`src/rtl/fetch_unit.sv`:
```
// Instruction fetch front end: in-order imem requester with a 2-entry {pc, instr} buffer.
// Optional perf counters (bubble_cnt, redirect_cnt) are enabled by defining FETCH_PERF_CNT_EN.
module fetch_unit #(
    parameter logic [31:0] RESET_PC        = 32'h0000_0000,
    parameter int unsigned MAX_OUTSTANDING = 2
) (
    input  logic        clk,
    input  logic        rst_n,
    input  logic        stall,
    input  logic        redirect,
    input  logic [31:0] redirect_pc,
    output logic        imem_req,
    output logic [31:0] imem_addr,
    input  logic        imem_gnt,
    input  logic        imem_rvalid,
    input  logic [31:0] imem_rdata,
    output logic [31:0] InstrF,
    output logic [31:0] PCF,
    output logic        validF
`ifdef FETCH_PERF_CNT_EN
    ,
    output logic [31:0] bubble_cnt,
    output logic [31:0] redirect_cnt
`endif
);

    localparam logic [31:0] NOP     = 32'h0000_0013;
    localparam logic [1:0]  MAX_OUT = 2'(MAX_OUTSTANDING);

    logic [31:0] fetch_pc;
    logic [31:0] pcq   [2];
    logic [31:0] bpc   [2];
    logic [31:0] binstr[2];
    logic [1:0]  occ;
    logic [1:0]  outstanding;
    logic [1:0]  drop;

    logic [2:0]  inflight;
    logic        grant;
    logic        resp;
    logic        push;
    logic        pop;
    logic        pq_widx;
    logic        bw_idx;
    logic [1:0]  out_next;

    always_comb begin
        inflight  = {1'b0, occ} + {1'b0, outstanding};
        // Gated by rst_n so the request is low during reset and rises as soon as it releases.
        imem_req  = rst_n && (outstanding < MAX_OUT) && (inflight < 3'd2) && !redirect;
        imem_addr = fetch_pc;
        grant     = imem_req && imem_gnt;
        resp      = imem_rvalid && (outstanding != 2'd0);
        push      = resp && (drop == 2'd0) && !redirect;
        pop       = (occ != 2'd0) && !stall && !redirect;
        pq_widx   = (outstanding == 2'd1) && !resp;
        bw_idx    = (occ == 2'd1) && !pop;
        out_next  = 2'(outstanding + {1'b0, grant} - {1'b0, resp});
        validF    = (occ != 2'd0);
        InstrF    = validF ? binstr[0] : NOP;
        PCF       = validF ? bpc[0] : '0;
    end

    always_ff @(posedge clk or negedge rst_n) begin
        if (!rst_n) begin
            fetch_pc    <= RESET_PC;
            occ         <= '0;
            outstanding <= '0;
            drop        <= '0;
            for (int unsigned i = 0; i < 2; i++) begin
                pcq[i]    <= '0;
                bpc[i]    <= '0;
                binstr[i] <= '0;
            end
        end else begin
            outstanding <= out_next;
            if (resp)
                pcq[0] <= pcq[1];
            if (grant)
                pcq[pq_widx] <= fetch_pc;
            if (redirect) begin
                fetch_pc <= {redirect_pc[31:2], 2'b00};
                occ      <= '0;
                // Every request still in flight after this edge belongs to the abandoned stream.
                drop     <= out_next;
            end else begin
                if (grant)
                    fetch_pc <= fetch_pc + 32'd4;
                if (resp && (drop != 2'd0))
                    drop <= drop - 2'd1;
                occ <= 2'(occ + {1'b0, push} - {1'b0, pop});
                if (pop) begin
                    bpc[0]    <= bpc[1];
                    binstr[0] <= binstr[1];
                end
                if (push) begin
                    bpc[bw_idx]    <= pcq[0];
                    binstr[bw_idx] <= imem_rdata;
                end
            end
        end
    end

`ifdef FETCH_PERF_CNT_EN
    always_ff @(posedge clk or negedge rst_n) begin
        if (!rst_n) begin
            bubble_cnt   <= '0;
            redirect_cnt <= '0;
        end else begin
            if (!validF && !stall)
                bubble_cnt <= bubble_cnt + 32'd1;
            if (redirect)
                redirect_cnt <= redirect_cnt + 32'd1;
        end
    end
`endif

endmodule

```
`config.mk`:
```
export PLATFORM = sky130hd
export DESIGN_NAME = fetch_unit
export DESIGN_NICKNAME = d
export VERILOG_FILES = /design/src/rtl/fetch_unit.sv
export SDC_FILE = /design/constraint.sdc
export NUM_CORES = 1
export LEC_CHECK = 0
export BUFFER_PORTS_ARGS = -buffer_cell sky130_fd_sc_hd__buf_2
export CORE_ASPECT_RATIO = 0.5
export CORE_MARGIN = 2
export CORE_UTILIZATION = 50
export CTS_CLUSTER_DIAMETER = 50
export DETAILED_ROUTE_END_ITERATION = 12
export GPL_ROUTABILITY_DRIVEN = 0
export MAX_ROUTING_LAYER = met4
export PLACE_DENSITY = 0.72
export SYNTH_ARGS = -nofsm -noshare
export SYNTH_HDL_FRONTEND = slang
export SYNTH_SLANG_ARGS = --single-unit
```
`constraint.sdc`:
```
create_clock -name clk -period 5.7 [get_ports clk]
set_clock_uncertainty 0.05 [all_clocks]
set_input_delay 0.57 -clock clk [delete_from_list [all_inputs] [get_ports clk]]
set_output_delay 0.57 -clock clk [all_outputs]
set_load 0.02 [all_outputs]
```
---- Word-level counts from Yosys, hierarchy flattened ----
Cells that the tools add are included.
cells by class
  add/sub/neg operators ................... 7
  order comparisons ....................... 6
  equality and inequality tests ........... 2
  mux-type cells .......................... 22
  bitwise logic cells ..................... 3
  reduce and logical (&&, ||, !) cells .... 25
operator list
  kind                                                        number
  two-way mux 32 bit                                          11
  bitwise mux 64 bit                                          3
  two-way mux 64 bit                                          3
  demux 32 bit (select 1 bit)                                 2
  adder 32 x 3 -> 32 bit, second input constant               1
  logical AND 1 bit                                           14
  nonzero test 2 bit                                          5
  two-way mux 2 bit                                           3
  adder 2 x 1 -> 2 bit                                        2
  equality test 2 x 1 -> 1 bit, second input constant         2
  >= comparator 2 bit, second input constant                  2
  zero test 1 bit                                             4
  less-than comparator 2 x 1 -> 1 bit, second input constant  2
  inverter 1 -> 2 bit                                         2
  subtractor 2 x 1 -> 2 bit                                   2
  adder 2 x 2 -> 3 bit                                        1
  less-than comparator 3 x 2 -> 1 bit, second input constant  1
  zero test 2 bit                                             1
  less-than comparator 2 bit, second input constant           1
  AND reduction 2 bit                                         1
  subtractor 2 x 1 -> 2 bit, second input constant            1
  inverter 1 bit                                              1
word-level totals
  bits in registers ....................... 230
  bits of input ports ..................... 70
  output and inout bits ................... 98
  logic and storage cells ................. 75

---- Depth between registers and ports, before layout ----
  word-level depth ........................ 12
  gate-level depth with buffers ........... 13
  gate-level depth less buffers ........... 12

---- Least setup slack after synthesis ----
Ideal clock, no wire load.
  path type ............................... reg2reg
  from .................................... register outstanding[0]
  to ...................................... register drop[1]
  library setup time ...................... 135 ps
  data arrival time ....................... 2496 ps
  required time ........................... 5515 ps
  setup slack ............................. 3018 ps
  stages on the path, launching flop included .. 14
  path buffers ............................ 1
  period minus slack after synthesis ...... 2682 ps
  cell sequence ........................... dfrtp_1 > and2_1 > fa_1 > nor3b_2 > and3_2 > inv_2 > clkbuf_1 > ha_1 > inv_1 > ha_1 > xnor2_1 > xnor2_1 > nand2_1 > o21ai_0
between the ends
  longest elaborated chain between the ends .. 8
  elaborated cells on any way between the ends .. 14
  classes of those cells .................. 3 x add/sub; 2 x order compare; 1 x mux; 8 x reduce/logical
ends and longest elaborated chain
  element                                                                          line    RTL
  start, declared                                                                  35      logic [1:0] outstanding;
  start signal, assigned                                                           76      outstanding <= out_next;
  adder 2 x 2 -> 3 bit / less-than comparator 2 bit (equally long branches)        48, 50
  less-than comparator 3 x 2 -> 1 bit / logical AND 1 bit (equally long branches)  50      imem_req = rst_n && (outstanding < MAX_OUT) && (inflight < 3'd2) && !redirect;
  logical AND 1 bit (2 in a row)                                                   50
  logical AND 1 bit                                                                52      grant = imem_req && imem_gnt;
  adder 2 x 1 -> 2 bit                                                             58      out_next = 2'(outstanding + {1'b0, grant} - {1'b0, resp});
  subtractor 2 x 1 -> 2 bit (*)                                                    58
  via out_next[1]                                                                  45      logic [1:0] out_next;
  two-way mux 2 bit (*)                                                            81      if (redirect) begin
  end signal, assigned                                                             85      drop <= out_next;
  end signal, assigned                                                             90      drop <= drop - 2'd1;
  end, declared                                                                    36      logic [1:0] drop;
The timed path passes the listed nets; every way through them passes the cells marked *.
A chain may end at the register's enable or synchronous reset.

---- Worst setup path after layout ----
Ends and elaborated chain as after synthesis.

==> flow_metrics.env <==
export IMPL_outcome="complete, but fails checks"
export IMPL_violations="negative hold slack"
export IMPL_grt_overflow=0
export IMPL_tritoncts="built"
export IMPL_syn_avg_cell_area_um2=11.1
export IMPL_cp_data_arrival_time_ps=3480
export IMPL_max_freq_ghz=0.314
export IMPL_start_util_pct=50.9
export IMPL_synth_area_mux_share_pct=19.2
export IMPL_cp_max_fo=28
export IMPL_die_w_um=208
export IMPL_ctsHoldBuffers=0
export IMPL_finalCritPeriodShare_pct=55.9
export IMPL_wirelength_um=24100
export IMPL_dr_total_vias=7569
export IMPL_synth_top_cell_area_share_pct=54.2
export IMPL_cts_inserted_buffers=22
export IMPL_postCtsSetupBuffers=0
export IMPL_ys_seq_area_share_pct=54.2
export IMPL_dieArea_um2=22100
export IMPL_slew_headroom_pct=32.8
export IMPL_rows=37
export IMPL_synth_most_common_cell="dfrtp_1"
export IMPL_port_buffers=163
export IMPL_hpwlAfterDp_um=15400
export IMPL_cts_buffer_depth=3
export IMPL_drc=0
export IMPL_p_per_area_nw_per_um2=430
export IMPL_crit_start="outstanding[0]"
export IMPL_end_kind="flop"
export IMPL_startpoint_type="flop"
export IMPL_fin_cells=1365
export IMPL_first_pass_iters=6
export IMPL_vias_per_cell=5.55
export IMPL_cts_sinks=226
export IMPL_synth_top_family_by_area="multiplexers"
export IMPL_cap_violations=0
export IMPL_holdWs_ps=-3.26
export IMPL_nFillCells=1683
export IMPL_clock_root_buffer="clkbuf_16"
export IMPL_ctsHtreeMaxLevel=1
export IMPL_avgRoutedWirePerCell_um=17.7
export IMPL_ant_nets=0
export IMPL_synthFlopType="dfrtp_1"
export IMPL_critical_path_required_ps=5990
export IMPL_synthTopCellsByCount="226 x dfrtp_1, 103 x nand2_1, 94 x mux2_2"
export IMPL_synth_xor_area_share_pct=1.01
export IMPL_worstSetupPathType="reg -> reg"
export IMPL_grt_pass1_wl_um=39600
export IMPL_crit_end="drop[1]"
export IMPL_ioPinCount=168
export IMPL_synth_async_reset_ratio_pct=100
export IMPL_slew_violations=0
export IMPL_hold_class="in -> async"
export IMPL_die_h_um=106
export IMPL_finalSetupTns_ps=0
export IMPL_r2r_start="outstanding[0]"
export IMPL_reg2regPathDepth=12
export IMPL_yosys_area_top_type="dfrtp_1"
export IMPL_synth_compound_area_share_pct=8.19
export IMPL_post_cts_resized=0
export IMPL_placed_cells=1325
export IMPL_p_leak_nw=5.97
export IMPL_antenna_found_initial=0
export IMPL_yosys_register_bits=226
export IMPL_n_antenna_cell=0
export IMPL_synthAdderAreaFrac_pct=0.911
export IMPL_clkTransAtPathRegs_ps=60
export IMPL_synth_simple_gate_area_share_pct=13.6
export IMPL_synth_cells=937
export IMPL_syn_area_um2=10400
export IMPL_first_global_vias=7542
export IMPL_drive_gt1_share_pct=28.9
export IMPL_hold_viol=1
export IMPL_r2r_slack_ps=2510
export IMPL_rsz0062_at_grt="no"
export IMPL_ys_types=48
export IMPL_nets=1153
export IMPL_syn_to_final_growth_pct=17.5
export IMPL_post_route_min_period_ps=3190
export IMPL_peakVddDrop_v=0.000189
export IMPL_core_um2=20500
export IMPL_max_slew_worst_pin_slew_ps=1000
export IMPL_clock_latency_ps=500
export IMPL_grt_usage_pct=22.9
export IMPL_synth_edf_count=0
export IMPL_r2r_end="drop[1]"
export IMPL_ys_top_cells_by_area="dfrtp_1 54%, mux2_2 10%, mux2i_1 8.9%"
export IMPL_yosys_warnings=0
export IMPL_setup_violations=0
export IMPL_grt_max_degree=81
export IMPL_drtIter0Drc=525
-- worst min-delay path by stage --
stage                  from  slack, ps  cells after the start         to
floorplan             rst_n        220                      0  binstr[0]
global placement     pcq[3]        420                      1     pcq[3]
detailed placement  pcq[33]        440                      2    bpc[33]
CTS                   rst_n         10                      1    bpc[11]
global route          rst_n         30                      1    drop[0]
finish                rst_n         -3                      1    drop[0]
-- cells in the final DEF, fill, tap and decap left out, types with 7 or more instances in the layout --
cell type  instances
a21oi_1           34
and2_1            65
and3_1             8
buf_2            162
buf_4             12
clkbuf_16         23
dfrtp_1          226
inv_1              8
mux2_2            94
mux2i_1           93
nand2_1          103
nand3_1           11
nand4_1           11
nor2_1            41
o21ai_0           88
o311ai_0           8
xor2_1             7
-- critical path, stage by stage, from the launching register on --
cell and delay (ps):
dfrtp_1 430, and2_1 190, fa_1 450, nor3b_2 180, and3_2 410, inv_2 290, ha_1 370, inv_1 40
ha_1 180, xnor2_1 130, xnor2_1 150, nand2_1 70, o21ai_0 90
-- layer usage --
metal | global-route usage (%) | share of wire [%] | up-vias
met5 | - | 0 | -
met4 | 4.62 | 1.4 | 0
met3 | 3.60 | 4.6 | 30
met2 | 35.8 | 46 | 175
met1 | 32.0 | 48 | 3817
li1 | - | - | 3547
-- stage by stage --
stage | util (%) | setup WS [ps] | total power [mW] | area [um^2]
after detailed placement | 55.9 | 2210 | 3.73 | 11500
after global routing | 59.8 | 2320 | 5.59 | 12300
after floorplan | - | 3020 | 3.29 | 10400
after CTS | 59.8 | 2500 | 5.33 | 12300
final | 59.8 | 2510 | 5.27 | 12300
after global placement | 55.9 | 2350 | 3.64 | 11500
-- power by group --
| part | switching, mW | internal (mW) | total (mW) | leakage, nW |
|---|---|---|---|---|
| sequential | 0.332 | 2.11 | 2.44 | 3.01 |
| combinational | 0.680 | 0.570 | 1.25 | 2.57 |
| clock | 0.620 | 0.961 | 1.58 | 0.386 |
| total | 1.63 | 3.64 | 5.27 | 5.97 |
-- final cells by class --
class	count	area, um^2	share of cell area (%)
inverter	10	37.5	0.306
multi-input combinational	641	4520	36.9
sequential	226	5660	46.1
clock buffer	30	632	5.16
timing repair buffer	175	916	7.47
clock inverter	10	156	1.28
tap	273	342	2.79
-- sequential cells by signal, summed over array words and instances, names as in the netlist --
| name | flops |
|---|---|
| outstanding | 2 |
| binstr | 64 |
| occ | 2 |
| drop | 2 |
| imem_addr | 30 |
| bpc | 64 |
| pcq | 62 |
-- kinds of logic (layout without fill, tap and decap cells) --
group,after synthesis,in the layout
adders and majority gates,7,7
and+or+nand+nor,279,279
other,1,2
buffers and inverters,71,225
DFF,226,226
xor gates and xnor gates,12,12
AOI/OAI and AO/OA,153,153
muxes,188,188
(Power assumes the default switching activity.)
